**config.mk**
```make
export PLATFORM = sky130hd
export DESIGN_NAME = l2_fifo_mc
export DESIGN_NICKNAME = d
export VERILOG_FILES = /design/src/rtl/l2_fifo_mc_pkg.sv /design/src/rtl/l2_fifo_mc_ctrl.sv /design/src/rtl/l2_fifo_mc.sv
export SDC_FILE = /design/constraint.sdc
export NUM_CORES = 1
export LEC_CHECK = 0
export ABC_AREA = 1
export CAP_MARGIN = 20
export CORE_ASPECT_RATIO = 0.6
export CORE_UTILIZATION = 55
export DETAILED_ROUTE_END_ITERATION = 6
export PLACE_DENSITY = 0.73
export SLEW_MARGIN = 25
export SYNTH_ARGS = -nofsm -noshare
export SYNTH_HDL_FRONTEND = slang
export SYNTH_HIERARCHICAL = 1
export SYNTH_SLANG_ARGS = --single-unit
```
**constraint.sdc**
```tcl
create_clock -name clk -period 6.7 [get_ports clk]
set_input_delay 1.34 -clock clk [delete_from_list [all_inputs] [get_ports clk]]
set_output_delay 1.34 -clock clk [all_outputs]
set_load 0.02 [all_outputs]
```
**src/rtl/l2_fifo_mc_pkg.sv**
```systemverilog
// l2_fifo_mc shared helpers
// Width helpers used by the multi-channel FIFO and its channel control.
package l2_fifo_mc_pkg;

    // Index width that never collapses to zero bits.
    function automatic int clamp_w(input int n);
        return (n > 1) ? $clog2(n) : 1;
    endfunction

endpackage

```
**src/rtl/l2_fifo_mc_ctrl.sv**
```systemverilog
// l2_fifo_mc_ctrl: one channel's indices, count, flags and push accept.
// Pure pointer/counter datapath; storage lives in the top level.
module l2_fifo_mc_ctrl
    import l2_fifo_mc_pkg::*;
#(
    parameter int FIFO_DEPTH  = 4,
    parameter int ALMOST_FULL = FIFO_DEPTH - 1,
    localparam int IDX_W = clamp_w(FIFO_DEPTH),
    localparam int CNT_W = $clog2(FIFO_DEPTH + 1)
) (
    input  logic             clk,
    input  logic             rst,
    input  logic             push_hit,
    input  logic             pop_hit,
    output logic [IDX_W-1:0] rd_idx,
    output logic [IDX_W-1:0] wr_idx,
    output logic [CNT_W-1:0] count,
    output logic             valid,
    output logic             full,
    output logic             almost_full,
    output logic             push_ok
);

    localparam logic [IDX_W-1:0] LAST = IDX_W'(FIFO_DEPTH - 1);

    logic pop_ok;

    // Flags come from the registered count only.
    always_comb begin
        valid       = (count != '0);
        full        = (count == CNT_W'(FIFO_DEPTH));
        almost_full = (count >= CNT_W'(ALMOST_FULL));
        pop_ok      = pop_hit && valid;
        push_ok     = push_hit && (!full || pop_ok);
    end

    // Index and occupancy update; indices wrap at the last slot.
    always_ff @(posedge clk or posedge rst) begin
        if (rst) begin
            rd_idx <= '0;
            wr_idx <= '0;
            count  <= '0;
        end else begin
            if (push_ok)
                wr_idx <= (wr_idx == LAST) ? '0 : wr_idx + 1'b1;
            if (pop_ok)
                rd_idx <= (rd_idx == LAST) ? '0 : rd_idx + 1'b1;
            case ({push_ok, pop_ok})
                2'b10:   count <= count + 1'b1;
                2'b01:   count <= count - 1'b1;
                default: count <= count;
            endcase
        end
    end

endmodule

```
**src/rtl/l2_fifo_mc.sv**
```systemverilog
// l2_fifo_mc: multi-channel FIFO with shared write/read ports.
// Holds storage, the fall-through read mux and sticky error flags.
module l2_fifo_mc
    import l2_fifo_mc_pkg::*;
#(
    parameter int DATA_WIDTH   = 32,
    parameter int FIFO_DEPTH   = 4,
    parameter int NUM_CHANNELS = 4,
    parameter int ALMOST_FULL  = FIFO_DEPTH - 1,
    localparam int CH_W  = clamp_w(NUM_CHANNELS),
    localparam int CNT_W = $clog2(FIFO_DEPTH + 1),
    localparam int IDX_W = clamp_w(FIFO_DEPTH)
) (
    input  logic                          clk,
    input  logic                          rst,
    input  logic                          push,
    input  logic [CH_W-1:0]               push_id,
    input  logic [DATA_WIDTH-1:0]         data_in,
    input  logic                          pop,
    input  logic [CH_W-1:0]               pop_id,
    output logic [DATA_WIDTH-1:0]         data_out,
    output logic [NUM_CHANNELS-1:0]       valid,
    output logic [NUM_CHANNELS-1:0]       full,
    output logic [NUM_CHANNELS-1:0]       almost_full,
    output logic [NUM_CHANNELS*CNT_W-1:0] count,
    output logic                          overflow,
    output logic                          underflow,
    input  logic                          clear_err
);

    logic [DATA_WIDTH-1:0]   mem [NUM_CHANNELS][FIFO_DEPTH];
    logic [IDX_W-1:0]        rd_idx [NUM_CHANNELS];
    logic [IDX_W-1:0]        wr_idx [NUM_CHANNELS];
    logic [NUM_CHANNELS-1:0] push_ok;
    logic                    push_acc;
    logic                    set_ov;
    logic                    set_un;

    for (genvar g = 0; g < NUM_CHANNELS; g++) begin : g_ch
        l2_fifo_mc_ctrl #(
            .FIFO_DEPTH  (FIFO_DEPTH),
            .ALMOST_FULL (ALMOST_FULL)
        ) u_ctrl (
            .clk         (clk),
            .rst         (rst),
            .push_hit    (push && (push_id == CH_W'(g))),
            .pop_hit     (pop && (pop_id == CH_W'(g))),
            .rd_idx      (rd_idx[g]),
            .wr_idx      (wr_idx[g]),
            .count       (count[g*CNT_W +: CNT_W]),
            .valid       (valid[g]),
            .full        (full[g]),
            .almost_full (almost_full[g]),
            .push_ok     (push_ok[g])
        );
    end

    // Fall-through head of the selected channel plus error set terms.
    always_comb begin
        data_out = mem[pop_id][rd_idx[pop_id]];
        push_acc = |push_ok;
        set_ov   = push && !push_acc;
        set_un   = pop && !valid[pop_id];
    end

    // Storage write; contents are not reset.
    always_ff @(posedge clk) begin
        if (push_acc)
            mem[push_id][wr_idx[push_id]] <= data_in;
    end

    // Sticky error flags; a new error wins over clear_err.
    always_ff @(posedge clk or posedge rst) begin
        if (rst) begin
            overflow  <= 1'b0;
            underflow <= 1'b0;
        end else begin
            if (set_ov)
                overflow <= 1'b1;
            else if (clear_err)
                overflow <= 1'b0;
            if (set_un)
                underflow <= 1'b1;
            else if (clear_err)
                underflow <= 1'b0;
        end
    end

endmodule

```
Yosys cells after proc, flatten, opt, wreduce, memory -nomap -nowiden
Memories as Yosys holds them, arrays and structs flattened.
Cells that the tools add are included.
- reductions and logical operators: 42
- divide/modulo/power cells: 0
- equal/unequal tests: 26
- order comparisons: 10
- bitwise gates (word level): 4
- multiplexer cells: 30
- shift operators: 0
- $add $sub $neg: 16
- $mul: 0
- operators by type and width (operator ; number):
    $mux W128 ; 1
    $mux W32 ; 3
    $bmux W32 S2 ; 1
    $demux W32 S2 ; 1
    $eq A2 B2 Y1 const B ; 16
    $mux W2 ; 12
    $pmux W3 S2 ; 4
    $logic_and A1 B1 Y1 ; 19
    $add A2 B1 Y2 const B ; 8
    $add A3 B1 Y3 const B ; 4
    $eq A2 B1 Y1 const B ; 6
    $eq A3 B3 Y1 const B ; 4
    $ge A3 B2 Y1 const B ; 4
    $ge A3 B3 Y1 const B ; 4
    $not A2 Y3 ; 4
    $reduce_bool A2 Y1 ; 6
    $reduce_bool A3 Y1 ; 4
    $sub A3 B1 Y3 const B ; 4
    $bmux W2 S2 ; 2
    $logic_not A1 Y1 ; 6
    $mux W1 ; 5
    $logic_not A2 Y1 ; 2
    $logic_or A1 B1 Y1 ; 4
    $reduce_or A4 Y1 ; 1
    other kinds (3) ; 3
- latch bits: 0
- word-level logic and storage cells: 143
- memories: 1
- memory bits (read-only): 0
- RAM bits: 512
- input bits: 41
- output and inout port bits: 58
- register bits after elaboration: 30
- memory list (memory ; depth ; width ; read ports ; clocked after memory_dff ; wr ports ; RTL line ; source):
    mem ; 4 ; 128 ; 1 ; 0 ; 1 ; l2_fifo_mc.sv:31 ; logic [DATA_WIDTH-1:0] mem [NUM_CHANNELS][FIFO_DEPTH];

Depth between registers and ports, before layout
Gate-level depths: netlist of the first run.
- depth after elaboration: 10
- depth in mapped cells: 13
- gate-level depth less buffers: 12

Modules after synthesis
Netlist of the first run, hierarchy kept.
- by module, submodules not included (module ; area an instance (µm²) ; instances ; seq. area each (µm²) ; cells each):
    l2_fifo_mc ; 21401.8 ; 1 ; 15424.8 ; 1854
    l2_fifo_mc_ctrl ; 429.2 ; 4 ; 175.2 ; 53

Least setup slack after synthesis of the first run
Ideal clock, no wire load.
- path kind: input port to flip-flop
- start point: input port pop_id[0]
- end point: memory mem[0][100] (netlist bit) (enable)
- buffers on the path: 4
- arrival time: 4343 ps
- setup time: 421 ps
- required time: 6279 ps
- setup slack: 1936 ps
- cell stages on the path: 13
- cell sequence: buf_4 -> buf_6 -> buf_6 -> buf_2 -> nor3_1 -> nand2_4 -> nand2_1 -> nand2_1 -> inv_2 -> nor2_1 -> nand2_1 -> nand3_1 -> nor2_1
- cells in the longest elaborated chain, start to end: 8
- ends and longest elaborated chain (item ; RTL line ; source):
    start: declaration ; l2_fifo_mc.sv:20 ; input logic [CH_W-1:0] pop_id,
    $eq A2 B2 Y1 ; l2_fifo_mc.sv:47 ; .pop_hit (pop && (pop_id == CH_W'(g))),
    $logic_and A1 B1 Y1 ; l2_fifo_mc.sv:47 ;
    $logic_and A1 B1 Y1 ; l2_fifo_mc_ctrl.sv:33 ; pop_ok = pop_hit && valid;
    $logic_or A1 B1 Y1 ; l2_fifo_mc_ctrl.sv:34 ; push_ok = push_hit && (!full || pop_ok);
    $logic_and A1 B1 Y1 ; l2_fifo_mc_ctrl.sv:34 ;
    net push_ok[2] ; l2_fifo_mc.sv:34 ; logic [NUM_CHANNELS-1:0] push_ok;
    $reduce_or A4 Y1 ; l2_fifo_mc.sv:61 ; push_acc = |push_ok;
    $mux W1 ; l2_fifo_mc.sv:68 ; if (push_acc)
    $mux W128 (not written as such) ; l2_fifo_mc.sv:69 ; mem[push_id][wr_idx[push_id]] <= data_in;
    end: declaration ; l2_fifo_mc.sv:31 ;
The timed path passes the listed nets, and every way through them passes these cells.

Final worst setup path of the first run
- start point: input port pop_id[0]
- end point: output port data_out[20]
- cells in the longest elaborated chain, start to end: 8
- ends and longest elaborated chain (item ; RTL line ; source):
    $not A2 Y3 (not written as such) ; l2_fifo_mc.sv:60 ; data_out = mem[pop_id][rd_idx[pop_id]];
    $bmux W2 S2 ; l2_fifo_mc.sv:60 ;
    $mux W2 (not written as such) (2 in series) ; l2_fifo_mc.sv:60 ;
    $not A2 Y3 (not written as such) ; l2_fifo_mc.sv:60 ;
    $bmux W32 S2 * ; l2_fifo_mc.sv:60 ;
    $mux W32 (not written as such) * (2 in series) ; l2_fifo_mc.sv:60 ;
    end: declaration ; l2_fifo_mc.sv:21 ; output logic [DATA_WIDTH-1:0] data_out,
Mark *: on every way between the ends. The rest lies on a longest branch, timed or not. The select of a mux whose other input is x is not followed.

==> metrics, run 1 <==
Synth Register Bits 542; area leader, netlist edfxtp_1; Clock Sinks 542; Setup TNS 0 ns; CP arrival 4.44 ns; remaining global-route overflow 0; critical path startpoint category input pin; layout cell share with drive strength beyond 1 7.15%; Highest Clock Rate 0.173 GHz; Synth area leaders edfxtp_1 67%, nand2_1 10%, nand3_1 10%, dfrtp_1 3.2%, nor2_1 2.6%; Clock Root Buffer clkbuf_16; Die Span Y 161 um; simple-gate share of the synthesized area 24.5%; total CTS buffers 49; Area growth, synth to finish 12.5%; Finish-stage setup viols 0; fill cell count 3120; Crit Path Max Fanout 84; initial antenna violation count 2; post-synthesis mux area share 0%; CTS tree built; crit path capture type primary output; Post-CTS Setup Inserts 0; CP required 5.36 ns; Final Net Count 2187; All-Layer GR Usage 26.9%; Detail Placement HPWL 29500 um; wire per inst 20.8 um; max-slew violations 0; clock buffer depth 3; DR iter-0 viols 1749; Routed Antenna Nets 0; Row Count 57; htree depth 2; number of port buffers 98; synth cell count leaders 639 x nand2_1, 512 x edfxtp_1, 467 x nand3_1; Worst-Margin Slew 0.948 ns; full die area 42900 sq um; Synth Instances 2066; mapped cell area 23100 sq um; EDFF count, synth 512; Crit-path slowest cell buf_4; Final period util 86.2%; CTS Hold Buffers Added 0; Hold Path Class reg2reg; syn nets 2119; setup ws final 0.921 ns; Min Clock Period, post-route 5.78 ns; Synth top area share 66.5%; PD cells 335 nW/um^2; Synth Area in Compound Gates 0.460%; routed vias 15600; main combinational cell family by area after synthesis simple AND/OR/NAND/NOR gates; Core Box Area 40900 sq um; Hold Fails Final Rpt 0; CP Cell Sequence clkbuf_8 -> buf_4 -> buf_4 -> nand3_1 -> nand2_1 -> nor2_1 -> nand2_1 -> nand3_1 -> nand2_1 -> clkdlybuf4s50_1; I/O pins 99; cell family with most CP delay buffers and inverters; critical path type in2out; syn_area_per_cell 11.2 sq um; outcome complete, no violations; vias in the first global route 15000; initial core utilization 56.5%; post-CTS sizing 0; clk slew on worst S/H paths 0.06 ns; pin count of the biggest net entering global routing 131; main flop type after synthesis edfxtp_1; CP peak stage delay 0.79 ns; top-count cell post-synth nand2_1; Post-synth ARST share 5.54%; router iterations before antenna repair 6; Worst Path Buf+Inv 4; unrepaired setup endpoints after global routing no; DRC 0; Worst Skew 0.0145 ns; library cells used by synthesis 27; max-cap violations 0; Clock Latency Late Sink 0.58 ns; adder-cell share of the synthesized area 0.779%; pre-CTS setup slack 0.982 ns; post-synthesis xor/xnor area fraction 0.152%; Final Util 63.6%; P_leak 0.0101 uW; relative slew slack 36.8%; most frequent CP cell nand2_1; Die Wd 267 um; routed vias/inst 5.73; routability cong. 0.781; Synthesis Warnings 6; first-pass GRT wire length 87800 um; fin area 26000 sq um; maximum VDD drop 0.000263 V; Area after DPL 24500 sq um; final wirelength 56700 um; register area share after synthesis 69.8%
-- report_power, final --
part           leakage, uW  switching, uW  internal (uW)  total, uW
Combinational      0.00442           1270            672       1940
Clock             0.000736           1210           1500       2710
Sequential         0.00498            121           3940       4060
-- layout by cell type, fill, tap and decap left out, types with 2 or more instances in the layout --
master	n
clkinv_2	2
inv_4	2
nor2_4	19
nor3_1	3
bufinv_16	2
clkinv_1	9
nand3_2	8
nand2_1	639
edfxtp_1	512
nand2_4	4
buf_4	34
o21ai_1	4
clkinv_4	2
nand2_2	10
fa_1	4
dfrtp_1	30
nor2_2	4
clkbuf_16	51
o21a_1	4
clkdlybuf4s50_1	96
o21ai_0	9
clkbuf_8	5
inv_2	5
buf_12	4
nor2_1	144
nand4_1	10
clkbuf_1	14
xor2_1	4
nand3_1	467
ha_1	8
inv_1	54
-- path summary, 6_finish.rpt --
check	startpoint	end	slack [ns]	cells past startpoint
min in group asynchronous	rst	underflow	1.07	2
max reg2reg	g_ch[1].u_ctrl/count[0]	mem[3][124]	3.57	11
max	pop_id[0]	data_out[20]	0.92	10
max in group asynchronous	rst	g_ch[0].u_ctrl/count[0]	5.27	2
min	g_ch[2].u_ctrl/rd_idx[1]	g_ch[2].u_ctrl/rd_idx[1]	0.52	2
min reg2reg	g_ch[2].u_ctrl/rd_idx[1]	g_ch[2].u_ctrl/rd_idx[1]	0.52	2
-- worst reg2reg max path, delay by kind of cell (launching register included) --
family        cells  cell delay, ns
simple gates      9            1.87
flops             1            0.44
buf+inv           2            0.48
-- cell families (layout without fill, tap and decap cells) --
logic type,count (synthesis),count (layout)
and+or+nand+nor,1309,1309
DFF,542,542
buffers and inverters,180,282
AOI/OAI and AO/OA,19,19
adders and majority gates,12,12
xor gates and xnor gates,4,4
other,0,1
-- flip-flops by register name, indices dropped and copies added (netlist names) --
register,count
mem,512
g_ch.u_ctrl/count,12
g_ch.u_ctrl/rd_idx,8
g_ch.u_ctrl/wr_idx,8
overflow,1
underflow,1
-- per-layer routing --
metal | vias to the layer above | part of all wire (%) | wire [um] | global-route usage [%]
met5 | - | 0.035 | 20 | 0
met4 | 2 | 1.5 | 861 | 5.64
met3 | 75 | 9.2 | 5200 | 5.26
met2 | 726 | 46 | 25900 | 41.1
met1 | 7543 | 44 | 24700 | 40.2
li1 | 7278 | - | - | -
-- final cells by class --
| cell class | instances | area [sq um] | share of cell area (%) |
|---|---|---|---|
| antenna | 1 | 2.50 | 0.00962 |
| clock buffer | 68 | 1370 | 5.27 |
| clock inverter | 17 | 146 | 0.563 |
| inverter | 61 | 234 | 0.899 |
| multi-input combinational | 1344 | 6110 | 23.5 |
| sequential | 542 | 16100 | 62.0 |
| tap | 560 | 701 | 2.69 |
| timing repair buffer | 136 | 1320 | 5.09 |
-- metrics by stage --
stage | std cells | hold WS [ns] | total power, uW
final | 2729 | 0.520 | 8700
after global routing | 2728 | 0.548 | 9040
after CTS | 2728 | 0.516 | 8720
after floorplan | 2066 | 0.474 | 5230
after global placement | 2643 | 0.492 | 6000
after detailed placement | 2643 | 0.499 | 6050
No activity file was read; power rests on OpenSTA's default activity.
==> run 2: changes to the inputs <==
--- a/config.mk
+++ b/config.mk
@@ -8,9 +8,12 @@
 export ABC_AREA = 1
 export CAP_MARGIN = 20
 export CORE_ASPECT_RATIO = 0.6
+export CORE_MARGIN = 5
 export CORE_UTILIZATION = 55
+export CTS_CLUSTER_SIZE = 10
 export DETAILED_ROUTE_END_ITERATION = 6
 export PLACE_DENSITY = 0.73
+export SETUP_SLACK_MARGIN = 0.3
 export SLEW_MARGIN = 25
 export SYNTH_ARGS = -nofsm -noshare
 export SYNTH_HDL_FRONTEND = slang
==> metrics, run 2 (synthesis gave the netlist of run 1 again) <==
outcome complete, no violations; P_leak 0.0102 uW (+0.59%); Highest Clock Rate 0.180 GHz (+4.2%); maximum VDD drop 0.000270 V (+2.5%); wire per inst 21.2 um (+1.9%); post-CTS sizing 0 (unchanged); Die Span Y 169 um (+5.0%); WHS 0.529 ns (+0.00921 ns); remaining global-route overflow 0 (unchanged); Detail Placement HPWL 31100 um (+5.2%); Post-CTS Setup Inserts 0 (unchanged); total CTS buffers 60 (+22%); initial antenna violation count 2 (unchanged); CP peak stage delay 0.59 ns (-0.20 ns); Routed Antenna Nets 0 (unchanged); Final period util 82.7% (-3.5 points); I/O pins 99 (unchanged); max-slew violations 0 (unchanged); CP required 5.36 ns (about the same); Core Box Area 41700 sq um (+1.9%); relative slew slack 31.7% (-5.1 points); crit path capture type primary output; DR iter-0 viols 1953 (+12%); worst reg-to-reg setup slack 3.53 ns (-0.04 ns); routability cong. 0.810 (+3.6%); commonest cells after routing, fill and taps aside 639 x nand2_1, 512 x edfxtp_1, 467 x nand3_1, 144 x nor2_1, 96 x clkdlybuf4s50_1; fin area 26200 sq um (+0.69%); most frequent CP cell nand2_1; CP Cell Sequence clkbuf_8 -> inv_4 -> nand3_1 -> nand2_1 -> nor2_4 -> buf_4 -> nand2_1 -> nand3_1 -> nand2_1 -> clkdlybuf4s50_1; Finish-stage setup viols 0 (unchanged); FF+latch area 16100 sq um (unchanged); final wirelength 58000 um (+2.3%); Area growth, synth to finish 13.3%; Hold Fails Final Rpt 0 (unchanged); critical path type in2out; routed vias/inst 5.77 (+0.78%); Die Wd 275 um (+3.0%); unrepaired setup endpoints after global routing no; Worst-Margin Slew 1.03 ns (+0.0769 ns); Worst Skew 0.0180 ns (+0.00349 ns); max-cap violations 0 (unchanged); DRC 0 (unchanged); htree depth 2 (unchanged); most common cell after layout, fill and taps aside nand2_1; full die area 46400 sq um (+8.1%); CP arrival 4.20 ns (-0.24 ns); router iterations before antenna repair 5 (-1); cell count after placement 2651 (+0.30%); pin count of the biggest net entering global routing 129 (-1.5%); clock buffer depth 3 (unchanged); Min Clock Period, post-route 5.54 ns (-0.235 ns); multi-input logic area 6110 sq um (unchanged); Area after DPL 24500 sq um (+0.16%); Clock Latency Late Sink 0.60 ns (+0.02 ns); clk slew on worst S/H paths 0.06 ns (about the same); layout cell share with drive strength beyond 1 7.19% (+0.043 points); Hold Path Class reg2reg; Clock Root Buffer clkbuf_16; fin cells 2740 (+0.40%); Row Count 58 (+1.8%); Clock Sinks 542 (unchanged); first-pass GRT wire length 89500 um (+1.9%); critical path startpoint category input pin; Crit-path slowest cell clkdlybuf4s50_1; CTS tree built; PD cells 340 nW/um^2 (+1.7%); Setup TNS 0 ns (unchanged); max reg flops 512 (unchanged); routed vias 15800 (+1.2%); Crit Path Max Fanout 69 (-18%); Final Net Count 2196 (+0.41%); All-Layer GR Usage 25.0% (-1.9 points); number of port buffers 98 (unchanged); initial core utilization 55.4% (-1.1 points); fill cell count 3181 (+2.0%); vias in the first global route 15300 (+2.5%); CTS Hold Buffers Added 0 (unchanged)
==> run 2: changes by cell type in the layout (fill, tap and decap cells not counted), sizes merged <==
| cell | change |
|---|---|
| buf | -2 |
| bufinv | -2 |
| clkbuf | +17 |
| clkinv | -14 |
| inv | +2 |
==> run 2: power by group <==
group | leakage, uW | switching [uW] | internal, uW | total (uW)
Clock | 0.000800 | 1230 | 1650 | 2890
Combinational | 0.00442 | 1270 | 683 | 1950
Sequential | 0.00498 | 131 | 3940 | 4070
==> run 2: worst paths after layout <==
| kind | startpoint | endpoint | depth (start not counted) |
|---|---|---|---|
| worst max register to register | g_ch[1].u_ctrl/count[0] | mem[2][114] | 11 |
| worst max-delay path | pop_id[0] | data_out[2] | 10 |
| min in group asynchronous | rst | overflow | 2 |
| worst min register to register | g_ch[1].u_ctrl/rd_idx[1] | g_ch[1].u_ctrl/rd_idx[1] | 2 |
| worst min-delay path | g_ch[1].u_ctrl/rd_idx[1] | g_ch[1].u_ctrl/rd_idx[1] | 2 |
| max in group asynchronous | rst | g_ch[1].u_ctrl/count[2] | 2 |
==> run 2: layout make-up <==
class	count	share of cell area (%)
inverter	61	0.893
tap	570	2.72
multi-input combinational	1344	23.3
clock inverter	3	0.0907
antenna	1	0.00955
timing repair buffer	134	5.18
sequential	542	61.6
clock buffer	85	6.21
==> run 2: worst max-delay path: cells and delay by family <==
family	cells	cell delay, ns
buffers and inverters	4	1.71
AND/OR/NAND/NOR	6	1.07
==> run 2: layer usage <==
| metal | share of wire [%] | track usage, % |
|---|---|---|
| met1 | 43 | 37.3 |
| met2 | 45 | 38.2 |
| met3 | 9.4 | 5.00 |
| met4 | 2.2 | 6.49 |
| met5 | 0.034 | 0 |
==> run 2: through the flow <==
step / util, % / setup WS [ns] / power, uW
2_1_floorplan: - / 1.94 / 5230
3_3_place_gp: 58.8 / 1.28 / 6020
3_5_place_dp: 58.8 / 1.16 / 6080
4_1_cts: 62.8 / 1.24 / 8930
5_1_grt: 62.8 / 1.01 / 9280
6_report: 62.8 / 1.16 / 8910
==> run 3: changes to the inputs <==
==> constraint.sdc (replaced) <==
create_clock -name clk -period 5.6 [get_ports clk]
set_input_delay 1.12 -clock clk [delete_from_list [all_inputs] [get_ports clk]]
set_output_delay 1.12 -clock clk [all_outputs]
set_load 0.02 [all_outputs]
==> metrics, run 3 (synthesis gave the netlist of run 1 again) <==
Comb power frac 22.1% (+0.2 points); critical path startpoint category input pin; Die Wd 275 um (unchanged); crit path launch pop_id[0]; outcome complete, no violations; routed vias 15700 (-0.92%); relative slew slack 34.5% (+2.9 points); Highest Clock Rate 0.206 GHz; max reg flops 512 (unchanged); most common cell after layout, fill and taps aside nand2_1; crit path capture type primary output; full die area 46400 sq um (unchanged); wire per inst 21.1 um (-0.31%); Setup TNS 0 ns (unchanged); vias in the first global route 15300 (-0.033%); Crit-path slowest cell buf_4; commonest cells after routing, fill and taps aside 639 x nand2_1, 512 x edfxtp_1, 467 x nand3_1, 144 x nor2_1, 96 x clkdlybuf4s50_1; Final Net Count 2194 (-0.091%); clk slew on worst S/H paths 0.06 ns (about the same); Hold Fails Final Rpt 0 (unchanged); remaining global-route overflow 0 (unchanged); htree depth 2 (unchanged); fin area 26200 sq um (about the same); Min Clock Period, post-route 4.85 ns; Detail Placement HPWL 28600 um (-8.0%); crit path capture data_out[4]; critical path type in2out; most frequent CP cell nand2_1; CP peak stage delay 0.80 ns (+0.21 ns); first-pass GRT wire length 89300 um (-0.17%); clock network fraction of total power 32.2% (-0.2 points); final wirelength 57700 um (-0.49%); CP Depth 9 (-1); Worst Skew 0.0194 ns (+0.00136 ns); Worst-Margin Slew 0.982 ns (-0.0430 ns); R2R cell count 11 (unchanged); DR iter-0 viols 1758 (-10%); max-slew violations 0 (unchanged); CP required 4.48 ns (-0.88 ns); I/O pins 99 (unchanged); All-Layer GR Usage 24.9% (-0.075 points); Clock Latency Late Sink 0.61 ns (about the same); Hold Path Class reg2reg; number of port buffers 98 (unchanged); initial antenna violation count 1 (-1); Crit Path Max Fanout 77 (+12%); Finish-stage setup viols 0 (unchanged); post-CTS sizing 0 (unchanged); clock buffer depth 3 (unchanged); Crit Reg-Reg Startpoint g_ch[1].u_ctrl/count[2]; Area growth, synth to finish 13.3% (about the same); routability cong. 0.784 (-3.2%); CP arrival 3.73 ns (-0.47 ns); Core Box Area 41700 sq um (unchanged); Die Span Y 169 um (unchanged); sw frac 29.9% (+0.31 points); maximum VDD drop 0.000265 V (-1.7%); DRC 0 (unchanged); PD cells 406 nW/um^2 (+20%); Clock Sinks 542 (unchanged); NetSw 3180 uW (+21%); part of the power in registers 45.7% (about the same); unrepaired setup endpoints after global routing no; CP Cell Sequence clkbuf_8 -> buf_4 -> nand3_1 -> nand2_1 -> nor2_1 -> nand2_1 -> nand3_1 -> nand2_1 -> clkdlybuf4s50_1; internal power 7470 uW (+19%); Clock Root Buffer clkbuf_16; Area after DPL 24600 sq um (about the same); max-cap violations 0 (unchanged); routed vias/inst 5.73 (-0.74%); layout cell share with drive strength beyond 1 7.07% (-0.13 points); Crit Reg-Reg Endpoint mem[1][120]; CTS tree built; CTS Hold Buffers Added 0 (unchanged); pin count of the biggest net entering global routing 91 (-29%); worst reg-to-reg setup slack 2.82 ns (-0.71 ns); initial core utilization 55.4% (unchanged); Final period util 86.6%; total CTS buffers 60 (unchanged); Post-CTS Setup Inserts 0 (unchanged); cell family with most CP delay buffers and inverters; P_leak 0.0102 uW (-0.12%); Worst Path Buf+Inv 3 (-1); Row Count 58 (unchanged); Routed Antenna Nets 0 (unchanged); ANT cells 0 (-1); router iterations before antenna repair 5 (unchanged)
==> run 3: cell count changes in the layout (fill, tap and decap cells not counted) <==
cell / previous run / this run
clkbuf_8: 3 / 2
buf_4: 26 / 24
inv_16: 0 / 1
inv_4: 3 / 2
buf_6: 3 / 0
buf_12: 7 / 10
clkbuf_1: 23 / 22
clkinv_8: 0 / 1
clkbuf_16: 61 / 60
inv_6: 2 / 1
clkinv_4: 0 / 1
diode_2: 1 / 0
==> run 3: worst min path at each step <==
stage	start	to	slack, ns	cells past startpoint
3_5_place_dp	g_ch[2].u_ctrl/rd_idx[1]	g_ch[2].u_ctrl/rd_idx[1]	0.50	2
2_1_floorplan	g_ch[3].u_ctrl/rd_idx[1]	g_ch[3].u_ctrl/rd_idx[1]	0.47	2
4_1_cts	g_ch[2].u_ctrl/rd_idx[1]	g_ch[2].u_ctrl/rd_idx[1]	0.52	2
3_3_place_gp	g_ch[2].u_ctrl/rd_idx[1]	g_ch[2].u_ctrl/rd_idx[1]	0.49	2
6_report	g_ch[2].u_ctrl/rd_idx[1]	g_ch[2].u_ctrl/rd_idx[1]	0.52	2
5_1_grt	g_ch[3].u_ctrl/wr_idx[1]	g_ch[3].u_ctrl/wr_idx[1]	0.54	2
==> run 3: area by class of cell <==
class                      count  area [sq um]
timing repair buffer         132          1370
multi-input combinational   1344          6110
tap                          570           713
sequential                   542         16100
fill                        3193         15500
inverter                      61           234
clock buffer                  82          1580
clock inverter                 4          53.8
==> run 3: power groups by stage <==
| stage | Sequential, uW | Combinational [uW] | Clock, uW |
|---|---|---|---|
| floorplan | 4970 | 1290 | 0 |
| global placement | 4930 | 2290 | 0 |
| detailed placement | 4940 | 2340 | 0 |
| CTS | 4860 | 2360 | 3480 |
| global route | 4890 | 2560 | 3660 |
| finish | 4870 | 2350 | 3430 |
==> run 3: tightest hold or removal path: cells and delay by family, from the launching register on <==
kind	cells	cell delay, ns
flip-flops	1	0.37
AND/OR/NAND/NOR	2	0.12
==> run 3: per-layer routing <==
| layer | vias to the layer above | wire length (um) | GRT usage [%] |
|---|---|---|---|
| li1 | 7274 | - | - |
| met1 | 7578 | 24300 | 36.0 |
| met2 | 711 | 27300 | 40.3 |
| met3 | 99 | 4990 | 4.22 |
| met4 | 2 | 1090 | 5.85 |
| met5 | - | 20 | 0 |
==> run 3: stage by stage <==
| step | setup slack (ns) | total power, uW | util, % | hold slack (ns) | instances |
|---|---|---|---|---|---|
| floorplan | 1.06 | 6260 | - | 0.474 | 2066 |
| CTS | 0.766 | 10700 | 62.8 | 0.522 | 2735 |
| global route | 0.569 | 11100 | 62.8 | 0.541 | 2735 |
| global placement | 0.822 | 7210 | 58.8 | 0.493 | 2649 |
| finish | 0.749 | 10600 | 62.8 | 0.521 | 2735 |
| detailed placement | 0.817 | 7280 | 58.8 | 0.505 | 2649 |
